**config.mk**
```make
export PLATFORM = sky130hd
export DESIGN_NAME = instr_fetch
export DESIGN_NICKNAME = d
export VERILOG_FILES = /design/src/rtl/instr_fetch.sv
export SDC_FILE = /design/constraint.sdc
export NUM_CORES = 1
export LEC_CHECK = 0
export CORE_MARGIN = 2
export CORE_UTILIZATION = 55
export CTS_BUF_LIST = sky130_fd_sc_hd__clkbuf_4 sky130_fd_sc_hd__clkbuf_8
export DETAILED_ROUTE_END_ITERATION = 10
export PLACE_DENSITY = 0.88
export REMOVE_ABC_BUFFERS = 1
export SLEW_MARGIN = 30
export SYNTH_ARGS = -nofsm -noshare
export SYNTH_HDL_FRONTEND = slang
export SYNTH_SLANG_ARGS = --single-unit
```
**constraint.sdc**
```tcl
create_clock -name clk -period 17 [get_ports clk]
set_input_delay 2.55 -clock clk [delete_from_list [all_inputs] [get_ports clk]]
set_output_delay 2.55 -clock clk [all_outputs]
set_load 0.005 [all_outputs]
```
**src/rtl/instr_fetch.sv**
```systemverilog
// Instruction fetch unit: drives the PC into a combinational instruction memory,
// buffers the returned words with their PCs, and hands them to decode via valid/ready.
module instr_fetch #(
    parameter logic [31:0] RESET_PC = 32'h0000_0000,
    parameter int          DEPTH    = 2
) (
    input  logic        clk,
    input  logic        rst,
    output logic [31:0] imem_addr,
    input  logic [31:0] imem_instr,
    input  logic        redirect_valid,
    input  logic [31:0] redirect_pc,
    output logic        out_valid,
    output logic [31:0] out_instr,
    output logic [31:0] out_pc,
    input  logic        out_ready
);

    localparam int AW = (DEPTH > 1) ? $clog2(DEPTH) : 1;
    localparam logic [AW:0]   DEPTH_C = DEPTH[AW:0];
    localparam logic [AW:0]   CNT_ONE = 1;
    localparam logic [AW-1:0] PTR_ONE = 1;

    logic [31:0]   pc_reg;
    logic [AW-1:0] wr_ptr_reg;
    logic [AW-1:0] rd_ptr_reg;
    logic [AW:0]   count_reg;
    logic [31:0]   instr_buf [DEPTH];
    logic [31:0]   pc_buf    [DEPTH];

    logic deq;
    logic fetch;

    assign imem_addr = pc_reg;
    assign out_valid = (count_reg != '0);
    assign deq       = out_valid & out_ready;
    // A full buffer may still fetch when the head leaves in the same cycle.
    assign fetch     = !redirect_valid & ((count_reg < DEPTH_C) | deq);

    assign out_instr = out_valid ? instr_buf[rd_ptr_reg] : 32'h0;
    assign out_pc    = out_valid ? pc_buf[rd_ptr_reg]    : 32'h0;

    // Entry storage carries no reset; count_reg alone decides what is valid.
    always_ff @(posedge clk) begin
        if (fetch) begin
            instr_buf[wr_ptr_reg] <= imem_instr;
            pc_buf[wr_ptr_reg]    <= pc_reg;
        end
    end

    always_ff @(posedge clk or posedge rst) begin
        if (rst) begin
            pc_reg     <= RESET_PC;
            wr_ptr_reg <= '0;
            rd_ptr_reg <= '0;
            count_reg  <= '0;
        end else if (redirect_valid) begin
            // Any concurrent handshake is honoured by simply discarding everything.
            pc_reg     <= redirect_pc & ~32'h3;
            wr_ptr_reg <= '0;
            rd_ptr_reg <= '0;
            count_reg  <= '0;
        end else begin
            if (fetch) begin
                pc_reg     <= pc_reg + 32'd4;
                wr_ptr_reg <= wr_ptr_reg + PTR_ONE;
            end
            if (deq) begin
                rd_ptr_reg <= rd_ptr_reg + PTR_ONE;
            end
            case ({fetch, deq})
                2'b10:   count_reg <= count_reg + CNT_ONE;
                2'b01:   count_reg <= count_reg - CNT_ONE;
                default: count_reg <= count_reg;
            endcase
        end
    end

endmodule

```
==> results.yml <==
final_layout:
  utilization_pct: 73.93
  final_cell_mix: "clkdlybuf4s50_1 (158), edfxtp_1 (124), nor2_1 (82)"
  area_delta_synth_final_pct: 32.22
  largest_reg_flops: 64
  n_antenna_cell: 0
  max_flop_register: "instr_buf"
  n_fill_cell: 790
  layout_commonest_cell: "clkdlybuf4s50_1"
  final_layout_size_suffix_gt1_share_pct: 7.036
  fin_nets: 724
setup_path:
  crit_type: "input pin to flip-flop"
  worstPathRequired_ps: 17070
  critPathMaxFanout: 47
  crit_path_start_kind: "input pin"
  crit_buf_inv: 4
  crit_path_top_delay_cell: "inv_1"
  crit_path_frequent_cell: "buf_4"
  path_cells: "clkdlybuf4s50_1 -> buf_4 -> inv_1 -> and3_2 -> buf_4"
  crit_family: "buffers and inverters"
  cp-end-kind: "flip-flop"
  cp_slowest_stage_delay_ps: 680
  crit_arrival_ps: 5200
detailed_routing:
  vias: 4597
  drtIter0Drc: 341
  avgViaCountPerCell: 5.640
  dr.pass1.iters: 5
  route.detailed.drc: 0
  wire_per_inst_um: 17.80
  antenna_left: 0
  wl_um: 14500
synth:
  synthDistinctLibCells: 39
  async_flop_share_pct: 21.52
  synth-edff-count: 124
  yosysTopAreaCell: "edfxtp_1"
  syn_area_mm2: 0.006660
  synth.area.top_cells: "edfxtp_1 (56%), dfrtp_1 (13%), mux2i_1 (9.8%)"
  yosysSeqAreaShare_pct: 68.68
  yosysWarnings: 0
  synth_top_area_share_pct: 55.91
  syn_avg_cell_area_um2: 13.37
  ys_ff_latch: 158
  synth_flop_cell: "edfxtp_1"
  synthCells: 498
global_routing:
  antenna_found_initial: 0
  grtUsageTotal_pct: 22.43
  grt.overflow.total: 0
  grt_max_degree: 64
  grt_first_pass_wirelength_um: 22510
  grt_pass1_vias: 4444
cts:
  cts_max_level: 4
  root_buffer: "clkbuf_8"
  clock_latency_ps: 440
  cts_max_path_buffers: 2
  clock-sinks: 158
  post_cts_buffers: 0
  cts_tree: "built"
  cts-resized-gates: 0
  hold_buffers: 0
  cts_buffers: 17
  clk_pin_slew_ps: 80
timing:
  worst-slew-pin-transition_ps: 842.6
  hold-worst-slack_ps: 555.4
  timing.final.crit_period_ps: 5129
  slew_viol_final: 0
  setup_tns_ps: 0
  rsz0062_at_grt: "no"
  setup_viol_count_final: 0
  finClkSkew_ps: 12.62
  fmax_mhz: 195.0
  finalHoldViolCount: 0
  finalCritPeriodShare_pct: 30.17
  relSlewSlack_pct: 43.76
power:
  p_int_uw: 685.3
  clkPwrFrac_pct: 31.2
  switching_share_pct: 24.53
  max-vdd-ir-drop_mv: 0.06523
  power.density_mw_per_mm2: 103.1
  p_leak_nw: 3.091
  comb_power_share_pct: 16.3
  switchingPower_uw: 222.7
  power_frac_seq_pct: 52.5
floorplan:
  die_area_mm2: 0.01301
  die_height_um: 114.0
  die_w_um: 114.0
  start_util_pct: 55.91
  core_mm2: 0.01191
  placementRows: 40
  io_pins: 165
placed_design:
  gp_congestion: 0.8201
  numPortBuffers: 158
  dp_hpwl_um: 9674
worst_hold_path:
  hold_class: "flip-flop to flip-flop"
status:
  status: "finished clean"
run:
  max-cap-violations: 0
## final cells by class
| class | count | area [um2] | area share, % |
|---|---|---|---|
| timing repair buffer | 165 | 1647 | 18.70 |
| sequential | 158 | 4578 | 51.99 |
| clock inverter | 13 | 165.2 | 1.876 |
| tap | 147 | 183.9 | 2.089 |
| multi-input combinational | 304 | 1949 | 22.14 |
| inverter | 9 | 33.78 | 0.3836 |
| clock buffer | 19 | 249.0 | 2.828 |
## metal layers
metal	part of all wire (%)	wire (um)	GRT usage, %
met5	0	0	0
met4	0.99	144	6.504
met3	7.5	1090	6.270
met2	50	7242	38.06
met1	42	6025	28.39
## synthesized netlist by cell type, types with 4 or more instances
master / n
nand3_1: 15
clkbuf_1: 24
nand2_1: 30
nor2_1: 83
xnor2_1: 7
o311ai_0: 8
buf_4: 4
a31oi_1: 11
inv_1: 9
dfrtp_1: 34
a21oi_1: 4
nor3_1: 7
mux2i_1: 65
edfxtp_1: 124
o31ai_1: 6
o21ai_0: 15
nand4_1: 9
or4_1: 8
## final timing paths
check                                             end                      start  depth (start not counted)  slack [ps]
hold reg to reg               pc_buf[0][30]$_DFFE_PP_  imem_addr[30]$_DFFE_PP0P_                          0         560
min in group asynchronous   imem_addr[10]$_DFFE_PP0P_                        rst                          3        2510
hold / removal                pc_buf[0][30]$_DFFE_PP_  imem_addr[30]$_DFFE_PP0P_                          0         560
setup / recovery           instr_buf[1][28]$_DFFE_PP_             redirect_valid                          5       11870
max in group asynchronous      rd_ptr_reg$_DFFE_PP0P_                        rst                          3       14140
setup reg to reg            imem_addr[21]$_DFFE_PP0P_   count_reg[1]$_DFFE_PP0P_                          4       14560
## logic make-up (layout without fill, tap and decap cells)
| kind of cell | count (synthesis) | count (layout) | synth area share [%] |
|---|---|---|---|
| other cells | 1 | 4 | 0.05631 |
| flops | 158 | 158 | 68.68 |
| fa+ha+maj | 1 | 1 | 0.1878 |
| compound gates | 49 | 49 | 4.866 |
| simple gates | 175 | 175 | 12.57 |
| xor+xnor | 10 | 10 | 1.315 |
| mux | 65 | 65 | 9.769 |
| buf+inv | 39 | 206 | 2.555 |
## metrics by stage
stage          total power [mW]  instances  setup slack, ps  instance area [um2]
2_1_floorplan            0.5453        471             9552                 6535
3_3_place_gp             0.6261        782            11520                 8363
3_5_place_dp             0.6338        783            11430                 8383
4_1_cts                  0.9151        815            11910                 8797
5_1_grt                  0.9443        815            11690                 8806
6_report                 0.9080        815            11870                 8806
## power by group through the flow
stage | clock [mW] | combinational [mW] | sequential (mW)
floorplan | 0 | 0.0619 | 0.483
global placement | 0 | 0.140 | 0.486
detailed placement | 0 | 0.149 | 0.485
CTS | 0.289 | 0.150 | 0.476
global route | 0.303 | 0.161 | 0.480
finish | 0.284 | 0.148 | 0.476
No activity file was read; power rests on OpenSTA's default activity.
